$ cat src/rtl/prog_ctr.sv
// Program counter and IDLE/RUN/HALT run-control sequencer for the 9-bit-ISA core.
// Drives the instruction ROM address and keeps a saturating cycle count per run.
module prog_ctr #(
  parameter int PW = 10,
  parameter int W  = 8,
  parameter int CW = 16
) (
  input  logic          Clk,
  input  logic          Reset,
  input  logic          Start,
  input  logic [PW-1:0] StartAddr,
  input  logic          BranchUp,
  input  logic          BranchDown,
  input  logic [W-1:0]  PCTarget,
  input  logic          Ack,
  output logic [PW-1:0] PC,
  output logic          Running,
  output logic          Done,
  output logic          BranchErr,
  output logic [CW-1:0] CycleCount
);

  typedef enum logic [1:0] {
    IDLE = 2'd0,
    RUN  = 2'd1,
    HALT = 2'd2
  } state_t;

  state_t        state_q;
  logic [PW-1:0] pc_q;
  logic [CW-1:0] cnt_q;
  logic          err_q;
  logic [PW-1:0] tgt_d;

  function automatic logic [CW-1:0] sat_inc(input logic [CW-1:0] v);
    if (v == {CW{1'b1}}) return v;
    return v + CW'(1);
  endfunction

  // Branch distance is an unsigned offset; the size cast zero-extends it.
  assign tgt_d = PW'(PCTarget);

  always_ff @(posedge Clk or posedge Reset) begin
    if (Reset) begin
      state_q <= IDLE;
      pc_q    <= '0;
      cnt_q   <= '0;
      err_q   <= 1'b0;
    end else if (Start) begin
      state_q <= RUN;
      pc_q    <= StartAddr;
      cnt_q   <= '0;
      err_q   <= 1'b0;
    end else begin
      case (state_q)
        RUN: begin
          cnt_q <= sat_inc(cnt_q);
          if (Ack) begin
            state_q <= HALT;
          end else if (BranchUp && BranchDown) begin
            err_q <= 1'b1;
            pc_q  <= pc_q + PW'(1);
          end else if (BranchUp) begin
            pc_q <= pc_q - tgt_d;
          end else if (BranchDown) begin
            pc_q <= pc_q + tgt_d;
          end else begin
            pc_q <= pc_q + PW'(1);
          end
        end
        HALT:    state_q <= HALT;
        default: state_q <= IDLE;
      endcase
    end
  end

  assign PC         = pc_q;
  assign Running    = (state_q == RUN);
  assign Done       = (state_q == HALT);
  assign BranchErr  = err_q;
  assign CycleCount = cnt_q;

endmodule

$ cat config.mk
export PLATFORM = sky130hd
export DESIGN_NAME = prog_ctr
export DESIGN_NICKNAME = d
export VERILOG_FILES = /design/src/rtl/prog_ctr.sv
export SDC_FILE = /design/constraint.sdc
export NUM_CORES = 1
export LEC_CHECK = 0
export BUFFER_PORTS_ARGS = -buffer_cell sky130_fd_sc_hd__buf_2
export CAP_MARGIN = 10
export CELL_PAD_IN_SITES_DETAIL_PLACEMENT = 0
export CELL_PAD_IN_SITES_GLOBAL_PLACEMENT = 1
export CORE_MARGIN = 1
export CORE_UTILIZATION = 37
export CTS_BUF_LIST = sky130_fd_sc_hd__clkbuf_16
export DETAILED_ROUTE_END_ITERATION = 10
export PLACE_DENSITY = 0.85
export SYNTH_ARGS = -nofsm -noshare
export SYNTH_HDL_FRONTEND = slang
export SYNTH_SLANG_ARGS = --single-unit
$ cat constraint.sdc
create_clock -name Clk -period 2.25 [get_ports Clk]
set_input_delay 0.45 -clock Clk [delete_from_list [all_inputs] [get_ports Clk]]
set_output_delay 0.45 -clock Clk [all_outputs]
set_load 0.005 [all_outputs]
* After elaboration in Yosys (flattened, before gate mapping) *
Index checks and enable logic that the tools add are counted.

word-level totals
  flip-flop bits (word level) = 29
  bits of input ports = 24
  bits in latches = 0
  memories kept = 0
  output and inout bits = 29
  memory bits (writable) = 0
  logic and storage cells = 39
  ROM bits = 0

cells by class
  reduce and logical (&&, ||, !) cells = 6
  add/subtract/negate cells = 4
  divide/modulo/power cells = 0
  bitwise operators = 0
  magnitude comparators = 0
  mux-type cells = 19
  shift-type cells = 0
  multiply operators = 0
  equality and inequality tests = 6

operators by type and width
  kind                     count
  $mux W10                 6
  $mux W16                 3
  $add A16 B1 Y16 const B  1
  $eq A16 B16 Y1 const B   1
  $add A10 B1 Y10 const B  1
  $add A10 B8 Y10          1
  $sub A10 B8 Y10          1
  $mux W1                  7
  $ne A3 B3 Y1 const B     2
  $mux W2                  2
  $pmux W2 S2              1
  $reduce_and A2 Y1        2
  $reduce_bool A2 Y1       2
  $reduce_and A3 Y1        1
  $eq A2 B1 Y1 const B     1
  $eq A2 B2 Y1 const B     1
  $ne A2 B2 Y1 const B     1
  $logic_and A1 B1 Y1      1

* Longest topological paths before layout *
Gate-level depths: netlist (run 1).

  depth in word-level cells = 7
  depth in mapped cells = 10
  mapped depth without buffers = 10

* Worst setup path before layout (run 1) *
No wires, ideal clock.

  kind = reg-to-reg
  start point = register pc_q[0] (netlist: PC[0])
  end point = register pc_q[8] (netlist: PC[8])
  path buffers = 0
  setup time = 0.124 ns
  cell stages (with the launch flop) = 11
  arrival = 2.009 ns
  period minus slack after synthesis = 2.133 ns
  data required time = 2.126 ns
  setup slack = 0.117 ns
  cells stage by stage = dfrtp_1 > inv_1 > ha_1 > inv_1 > fa_1 > a21oi_1 > o21ai_0 > a21oi_1 > o21ba_2 > mux2i_1 > o31a_1

between the ends
  word-level cells in the longest chain between the ends = 7
  elaborated cells on any way between the ends = 9
  classes of those cells = add/sub (3); mux (6)

RTL lines
  item                                                RTL line    source
  from (decl)                                         30          logic [PW-1:0] pc_q;
  from (signal assigned)                              51          pc_q <= StartAddr;
  from (signal assigned)                              62          pc_q <= pc_q + PW'(1);
  from (signal assigned)                              64          pc_q <= pc_q - tgt_d;
  $add A10 B1 Y10 or $add A10 B8 Y10 (tied branches)  62, 68, 66
  $mux W10                                            65          end else if (BranchDown) begin
  $mux W10                                            63          end else if (BranchUp) begin
  $mux W10 *                                          60          end else if (BranchUp && BranchDown) begin
  $mux W10 *                                          58          if (Ack) begin
  $mux W10 *                                          55          case (state_q)
  $mux W10 *                                          49          end else if (Start) begin

Every way passes the cells marked *; elsewhere a longest branch is shown, timed or not. The select of a mux whose other input is x is not followed.
A chain may end at the register's enable or synchronous reset.

* Worst setup path in the final report (run 1) *
Same ends and word-level chain as after synthesis.

==> results of run 1 <==
power by group through the flow:
stage | combinational, uW | clock, uW | sequential, uW
floorplan | 463 | 0 | 617
global placement | 735 | 0 | 614
detailed placement | 746 | 0 | 616
CTS | 750 | 756 | 607
global route | 862 | 784 | 614
finish | 775 | 743 | 607
metal layers:
layer | routed length [um] | GRT usage | vias up
met5 | 0 | 0 | -
met4 | 76 | 0.06667 | 0
met3 | 308 | 0.02724 | 6
met2 | 3413 | 0.3302 | 57
met1 | 3282 | 0.2706 | 1233
li1 | - | - | 1292
worst max path at each step:
stage                       end  depth (start not counted)
after floorplan           PC[8]                         10
after global placement    PC[9]                         11
after detailed placement  PC[9]                         11
after CTS                 PC[9]                          9
after global routing      PC[8]                          8
final                     PC[8]                         10
logic make-up (layout without fill, tap and decap cells):
logic type      after synthesis  count (layout)  synth area share
mux                           4               4           0.01554
xor+xnor                     24              24           0.08159
compound gates               80              80            0.2006
simple gates                125             125            0.2496
flops                        29              29            0.2817
buf+inv                      34             112           0.05828
fa+ha+maj                    22              22            0.1127
worst max-delay path, stage by stage (launching register included):
cell     delay [ns]
dfrtp_1        0.39
inv_1          0.06
ha_1           0.15
inv_1          0.05
fa_1           0.41
a21oi_2        0.17
o21ai_0        0.13
a21oi_2        0.18
o21ba_2        0.15
mux2i_1        0.07
o31a_1         0.27
layout make-up:
cell class                 count  area [um2]
fill                         685        3467
multi-input combinational    255        1737
sequential                    29       725.7
timing repair buffer          81       478.0
clock buffer                   5       125.1
tap                           80       100.1
inverter                      23       86.33
clock inverter                 3       37.54
flip-flops by register name (all words and copies together) (netlist names):
| register | cells |
|---|---|
| state_q | 2 |
| PC | 10 |
| CycleCount | 16 |
| BranchErr | 1 |
cells in the final DEF, fill, tap and decap left out, drive strengths merged, types with 3 or more instances in the layout:
cell / n
o221ai: 3
dfrtp: 29
xor2: 13
o21ai: 24
nand4: 10
nor2b: 6
inv: 24
buf: 81
nand2b: 8
nand3: 10
nor3: 6
a221oi: 4
ha: 20
or3: 4
nor4: 3
o21bai: 3
clkbuf: 5
mux2i: 4
and2: 3
or4: 4
xnor2: 11
and3: 4
a21oi: 22
nand2: 23
a211oi: 7
nor2: 36
repair_timing:
item                                    in CTS  in global routing
hold buffers                                 0                  0
endpoints found under the setup margin       0                  4
gates resized for setup                      0                  9
through the flow:
stage          utilization  setup WS [ns]  total power [uW]  cells
2_1_floorplan            -         0.1172              1080    318
3_3_place_gp        0.4574        -0.1291              1349    468
3_5_place_dp        0.4574        -0.1577              1362    468
4_1_cts             0.4815        0.01314              2114    476
5_1_grt             0.4869       -0.02046              2260    476
6_report            0.4869         0.1020              2125    476
==> results.toml, run 1 <==
[run_status]
outcome = "completed"

[timing]
skew_ns = 0.002426
final_max_slew_viol_count = 0
worstMarginPinSlew_ns = 0.4817
fin_crit_sh = 0.9547
hold_viol = 0
setup_viol = 0
whs_ns = 0.2450
tns_ns = 0
fmax_mhz = 465.6
slew-limit-headroom = 0.6782
rsz0062_at_grt = "yes"
period_needed_ns = 2.148

[cells_and_area]
finalNetCount = 441
final_cell_area_um2 = 3289
drive_gt1_frac = 0.2525
antenna_cells = 0
area_growth_pct = 27.68

[die]
boundaryPins = 53
initial_core_util = 0.3813
die_y_um = 85.45
coreArea_um2 = 6756
die_area_um2 = 7301
rows = 30
die_w_um = 85.45

[setup_path]
r2r_setup_slack_ns = 0.10
worstSetupEndpointType = "flop"
r2r_end = "PC[8]"
critPathArrivalTime_ns = 2.31
critPathRequiredTime_ns = 2.41
path_class = "flop to flop"
r2r-start = "PC[0]"
critPathMaxFanout = 3
crit_start = "PC[0]"
critPathLaunchType = "flop"
ff2ff_path_depth = 10

[clocking]
clkLatencyLatePin_ns = 0.27
post_cts_buffers = 0
ctsRootBufferMaster = "clkbuf_16"
cts_buffer_depth = 2
clk_pin_slew_ns = 0.05
cts.sinks = 29
cts_tree = "built"
htree_levels = 2
numCtsBuffers = 5

[synth]
synth_seq_area_share = 0.2817
netlist_top_cells_count = "nor2_1 (36), dfrtp_1 (29), inv_1 (23), nand2_1 (23), o21ai_0 (22)"
synth-edff-count = 0
synthArstFlopShare = 1.000
synth_top_area_frac = 0.2817
ys_ff_latch = 29
synth_nets = 364
synth_cells = 318
synth.most_common_cell = "nor2_1"
synth.avg_cell_area_um2 = 8.101
yosys.area.top_type = "dfrtp_1"
synth_cell_types = 53
netlist_area_um2 = 2576
yosys-top-cells-area = "dfrtp_1 (28%), ha_1 (9.7%), nor2_1 (5.2%), xor2_1 (4.4%), o21ai_0 (4.3%)"
synth_ff_type = "dfrtp_1"
synth_warnings = 0

[drt]
wl_um = 7080
num_vias = 2588
antenna_left = 0
viasPerCell = 5.437
wl_per_cell_um = 14.87
drc = 0
drt_pass1_iterations = 4
drt_iter0_markers = 123

[power_and_ir_drop]
pwr-share-clk = 0.350
power_frac_seq = 0.286
comb_power_share = 0.365
p_switching_uw = 693.4
vdd_ir_drop_max_mv = 0.3748
powerDensity_nw_per_um2 = 646.0
p_int_uw = 1431
swShare = 0.3263
p_leak_uw = 0.001564

[global_routing]
grt.total_usage = 0.2005
antenna_found_initial = 0
grt_pass1_vias = 2432
grt_pass1_wl_um = 11650
grt_overflow_total = 0
grt_max_degree = 30

[place]
gp_congestion = 0.8684
dp_hpwl_um = 5435
io_buffers = 52
dpl-instance-area_um2 = 3090

[worst_hold_path]
hold_class = "primary input to async pin"

[job]
max_cap_viol_count = 0
Power figures use the tool's default switching activity.
==> inputs of run 2 (changes only) <==
--- a/config.mk
+++ b/config.mk
@@ -10,10 +10,10 @@
 export CELL_PAD_IN_SITES_DETAIL_PLACEMENT = 0
 export CELL_PAD_IN_SITES_GLOBAL_PLACEMENT = 1
 export CORE_MARGIN = 1
-export CORE_UTILIZATION = 37
+export CORE_UTILIZATION = 41
 export CTS_BUF_LIST = sky130_fd_sc_hd__clkbuf_16
 export DETAILED_ROUTE_END_ITERATION = 10
-export PLACE_DENSITY = 0.85
+export PLACE_DENSITY = 0.89
 export SYNTH_ARGS = -nofsm -noshare
 export SYNTH_HDL_FRONTEND = slang
 export SYNTH_SLANG_ARGS = --single-unit
==> constraint.sdc (replaced) <==
create_clock -name Clk -period 2.2 [get_ports Clk]
set_input_delay 0.44 -clock Clk [delete_from_list [all_inputs] [get_ports Clk]]
set_output_delay 0.44 -clock Clk [all_outputs]
set_load 0.005 [all_outputs]
==> run 2 against run 1 <==
The run now ends with setup timing left; total power rose by 4.6%; die area fell by 9.5%; cell area rose by 2.2%; flip-flop and latch count did not move; critical path depth fell by 2; clock skew rose by 0.0032 ns; first-iteration DRC count rose by 33%.
==> results.toml, run 2 (synthesized netlist as in run 1, its figures left out) <==
[place]
dp_hpwl_um = 5288
pre_cts_slack_ns = -0.2255
gp_congestion = 0.8714
io_buffers = 52

[die]
die_w_um = 81.27
rows = 28
die_y_um = 81.27
coreArea_um2 = 5991
boundaryPins = 53
die_area_um2 = 6605
initial_core_util = 0.4300

[timing]
fmax_mhz = 454.0
rsz0062_at_grt = "yes"
period_needed_ns = 2.203
final_max_slew_viol_count = 0
hold_viol = 0
slew-limit-headroom = 0.7174
setup_viol = 1
worstMarginPinSlew_ns = 0.4186
skew_ns = 0.005652
fin_crit_sh = 1.001
setup_slack_ns = -0.002786

[drt]
num_vias = 2617
drt_pass1_iterations = 4
wl_um = 6963
drc = 0
drt_iter0_markers = 163
antenna_left = 0
viasPerCell = 5.509
wl_per_cell_um = 14.66

[power_and_ir_drop]
powerDensity_nw_per_um2 = 661.3
p_leak_uw = 0.001590
vdd_ir_drop_max_mv = 0.4435
fin_total_pwr_uw = 2222

[global_routing]
antenna_found_initial = 0
grt_max_degree = 30
grt.total_usage = 0.2300
grt_pass1_vias = 2488
grt_overflow_total = 0
grt_pass1_wl_um = 11680

[setup_path]
ff2ff_path_depth = 8
r2r_end = "PC[8]"
r2r-start = "PC[0]"
critPathMaxFanout = 3
critPathArrivalTime_ns = 2.36
worstSetupEndpointType = "flop"
critPathRequiredTime_ns = 2.35
path_class = "flop to flop"
critPathLaunchType = "flop"
r2r_setup_slack_ns = -0.003

[cells_and_area]
final_cell_mix = "buf_2 (52), nor2_1 (36), buf_4 (34)"
antenna_cells = 0
final_common_cell = "buf_2"
finalNetCount = 446
area_growth_pct = 30.45
drive_gt1_frac = 0.2875
largest_reg_flops = 16

[run_status]
violations = "setup timing"
outcome = "finished, violations left"

[clocking]
numCtsBuffers = 5
cts_buffer_depth = 2
clk_pin_slew_ns = 0.05
clkLatencyLatePin_ns = 0.28
htree_levels = 2
cts_tree = "built"
ctsRootBufferMaster = "clkbuf_16"
cts.sinks = 29

[worst_hold_path]
hold_class = "primary input to async pin"

[job]
max_cap_viol_count = 0
## run 2: area by class of cell
type | instances | area (um2)
clock inverters | 2 | 35.03
multi-input cells | 255 | 1778
inverters | 23 | 86.33
fillers | 557 | 2630
clock buffers | 5 | 125.1
well taps | 75 | 93.84
repair buffers | 86 | 515.5
flip-flops and latches | 29 | 726.9
## run 2: stage by stage
stage / utilization / area [um2] / hold slack (ns) / cells / TNS, ns
after floorplan: - / 2576 / 0.4860 / 318 / 0
after global placement: 0.5186 / 3107 / 0.4823 / 466 / -0.3972
after detailed placement: 0.5186 / 3107 / 0.4926 / 466 / -0.6381
after CTS: 0.5474 / 3279 / 0.2434 / 473 / 0
after global routing: 0.5610 / 3361 / 0.2909 / 475 / -0.2004
final: 0.5610 / 3361 / 0.2274 / 475 / -0.002786
## run 2: what timing repair did
item	in CTS	in global routing
endpoints found under the setup margin	2	6
setup buffers	0	2
resized for setup	3	17
hold buffers	0	0
pin swaps	1	6
## run 2: report_power, final
part           switching, uW  leakage (uW)  internal (uW)
Sequential              51.1      0.000380            572
Clock                    234     0.0000797            524
Combinational            448       0.00113            393
## run 2: how the worst max path moves through the flow
stage                 from    end  slack [ns]  cells past startpoint
3_5_place_dp   PCTarget[0]  PC[6]       -0.23                      9
3_3_place_gp   PCTarget[0]  PC[8]       -0.15                      9
4_1_cts              PC[1]  PC[9]       0.007                      8
6_report             PC[0]  PC[8]      -0.003                      8
2_1_floorplan        PC[0]  PC[8]        0.07                     10
5_1_grt              PC[0]  PC[8]       -0.11                      8
## run 2: metal layers
| metal | share of wire | track usage |
|---|---|---|
| met1 | 0.46 | 0.3110 |
| met2 | 0.48 | 0.3667 |
| met3 | 0.048 | 0.03483 |
| met4 | 0.018 | 0.08750 |
| met5 | 0 | 0 |
## run 2: critical path: stages, from the launching register on
cell and delay [ns]:
dfrtp_1 0.40, ha_2 0.21, fa_2 0.36, nor2b_4 0.15, nor4_4 0.33, o21ai_2 0.10
a21oi_2 0.16, nor3_1 0.06, o31a_1 0.31
==> inputs of run 3 (changes only) <==
--- a/config.mk
+++ b/config.mk
@@ -5,15 +5,16 @@
 export SDC_FILE = /design/constraint.sdc
 export NUM_CORES = 1
 export LEC_CHECK = 0
+export ABC_AREA = 1
 export BUFFER_PORTS_ARGS = -buffer_cell sky130_fd_sc_hd__buf_2
 export CAP_MARGIN = 10
 export CELL_PAD_IN_SITES_DETAIL_PLACEMENT = 0
 export CELL_PAD_IN_SITES_GLOBAL_PLACEMENT = 1
 export CORE_MARGIN = 1
-export CORE_UTILIZATION = 41
+export CORE_UTILIZATION = 40
 export CTS_BUF_LIST = sky130_fd_sc_hd__clkbuf_16
 export DETAILED_ROUTE_END_ITERATION = 10
-export PLACE_DENSITY = 0.89
+export PLACE_DENSITY = 0.9
 export SYNTH_ARGS = -nofsm -noshare
 export SYNTH_HDL_FRONTEND = slang
 export SYNTH_SLANG_ARGS = --single-unit
==> run 3 against run 2 <==
The flow now finishes without violations; count of clock-buffer cells in the layout unchanged; setup slack gained 0.19 ns; die area increased by 9.8%; final cell count is 17% higher; synthesized cell count increased by 29%; clock skew shrank 0.0011 ns; routed wire length is 15% higher; first-iteration DRC count grew 26%; critical endpoint is now PC[4].
==> results.toml, run 3 <==
[synth]
synthMuxAreaShare = 0
synthArstFlopShare = 1.000
synth-simple-area-share = 0.3253
synth.avg_cell_area_um2 = 6.728
synth_nets = 457
synth.most_common_cell = "nand2_1"
ys_ff_latch = 29
synth_fa_ha_area_frac = 0.1050
synth_seq_area_share = 0.2624
synth_cell_types = 37
synth_top_family_by_area = "simple AND/OR/NAND/NOR gates"
synth_top_area_frac = 0.2624
synth_compound_area_frac = 0.1452
synth_cells = 411
synth-edff-count = 0
yosys.area.top_type = "dfrtp_1"
synth_warnings = 0
synth_ff_type = "dfrtp_1"
synth_xor_area_frac = 0.05385
yosys-top-cells-area = "dfrtp_1 (26%), nand2_1 (13%), inv_1 (9.1%), ha_1 (9.0%), nand3_1 (7.4%)"
netlist_area_um2 = 2765
netlist_top_cells_count = "nand2_1 (95), inv_1 (67), nand3_1 (41), dfrtp_1 (29), nor2_1 (28)"

[clocking]
cts.sinks = 29
numCtsBuffers = 5
ctsRootBufferMaster = "clkbuf_16"
cts_buffer_depth = 2
htree_levels = 2
clkLatencyLatePin_ns = 0.27
hold_buffers = 0
cts_tree = "built"
clk_pin_slew_ns = 0.05

[setup_path]
critPathLaunchType = "flop"
worstSetupEndpointType = "flop"
path_buf_inv = 1
r2r_setup_slack_ns = 0.18
critPathSlowestCell = "fa_1"
critPathArrivalTime_ns = 2.15
crit_chain = "buf_4 -> ha_1 -> fa_1 -> nand3_1 -> nand2_2 -> xor2_1 -> o211ai_1 -> o211ai_1"
cp_top_family = "adder cells"
cp_common_cell = "o211ai_1"
slowest_delay_ns = 0.41
critPathMaxFanout = 5
critPathRequiredTime_ns = 2.34
path_class = "flop to flop"

[timing]
fin_crit_sh = 0.9166
skew_ns = 0.004512
rsz0062_at_grt = "no"
worstMarginPinSlew_ns = 0.4394
setup_slack_ns = 0.1835
slew-limit-headroom = 0.7048
setup_viol = 0
hold_viol = 0
fmax_mhz = 495.9
final_max_slew_viol_count = 0
period_needed_ns = 2.016
tns_ns = 0

[cells_and_area]
area_growth_pct = 21.13
drive_gt1_frac = 0.1816
final_common_cell = "nand2_1"
finalNetCount = 525
antenna_cells = 0
final_cell_mix = "nand2_1 (94), inv_1 (68), buf_2 (52)"
largest_reg_flops = 16

[power_and_ir_drop]
vdd_ir_drop_max_mv = 0.2786
p_leak_uw = 0.001760
powerDensity_nw_per_um2 = 625.3

[die]
boundaryPins = 53
die_y_um = 85.15
coreArea_um2 = 6495
rows = 29
initial_core_util = 0.4257
die_area_um2 = 7250
die_w_um = 85.15

[drt]
drt_pass1_iterations = 4
drt_iter0_markers = 206
viasPerCell = 5.300
wl_um = 8017
wl_per_cell_um = 14.42
num_vias = 2947
drc = 0
antenna_left = 0

[place]
io_buffers = 52
dp_hpwl_um = 6401
gp_congestion = 0.9638
pre_cts_slack_ns = 0.1186

[global_routing]
grt.total_usage = 0.2336
antenna_found_initial = 0
grt_pass1_vias = 2704
grt_overflow_total = 0
grt_pass1_wl_um = 13300
grt_max_degree = 30

[worst_hold_path]
hold_class = "primary input to async pin"

[job]
max_cap_viol_count = 0

[run_status]
outcome = "completed"
## run 3: cell types whose count changed after synthesis, moves of 8 or more
cell | previous run | this run
nor2_1 | 36 | 28
nand3_1 | 10 | 41
nand2_1 | 23 | 95
nand2b_1 | 8 | 0
inv_1 | 23 | 67
xnor2_1 | 11 | 1
## run 3: cells by family after synthesis
family	Yosys count
simple gates	199
buf+inv	76
compound gates	68
flops	29
fa+ha+maj	22
xor+xnor	17
## run 3: what timing repair did
action                                  in CTS  in global routing
gates resized for setup                      0                  3
hold endpoints to repair                     0                  0
endpoints found under the setup margin       0                  2
buffers inserted                             0                  0
## run 3: worst paths after layout
path / startpoint / to / depth (start not counted)
setup / recovery: PC[0] / PC[4] / 8
hold / removal: Reset / PC[0] / 3
setup reg to reg: PC[0] / PC[4] / 8
hold reg to reg: BranchErr / BranchErr / 2
max in group asynchronous: Reset / PC[6] / 3
min in group Clk: StartAddr[2] / PC[2] / 3
## run 3: layer usage
| layer | routed length, um | global-route usage |
|---|---|---|
| met1 | 4063 | 0.3509 |
| met2 | 3340 | 0.3497 |
| met3 | 454 | 0.03016 |
| met4 | 159 | 0.06471 |
| met5 | 0 | 0 |
## run 3: layout make-up
type | instances | area (um2)
inverter | 68 | 255.2
clock buffer | 5 | 125.1
fill | 669 | 3146
sequential | 29 | 725.7
tap | 77 | 96.34
clock inverter | 2 | 7.507
multi-input combinational | 306 | 1752
timing repair buffer | 69 | 387.9
## run 3: metrics by stage
| step | utilization | cell area [um2] | hold WS [ns] | instances | total power [uW] |
|---|---|---|---|---|---|
| after global placement | 0.4935 | 3206 | 0.5088 | 549 | 1458 |
| after CTS | 0.5140 | 3338 | 0.2523 | 556 | 2096 |
| after floorplan | - | 2765 | 0.4860 | 411 | 1171 |
| final | 0.5157 | 3349 | 0.2390 | 556 | 2094 |
| after global routing | 0.5157 | 3349 | 0.2959 | 556 | 2246 |
| after detailed placement | 0.4935 | 3206 | 0.5019 | 549 | 1460 |
## run 3: tightest hold or removal path: stages
cell   delay [ns]
buf_2        0.10
inv_1        0.04
buf_4        0.35
## run 3: power breakdown
part	total [uW]	internal, uW	switching (uW)
Clock	625	403	222
Combinational	839	322	518
Sequential	630	581	49.2
Total	2090	1310	789
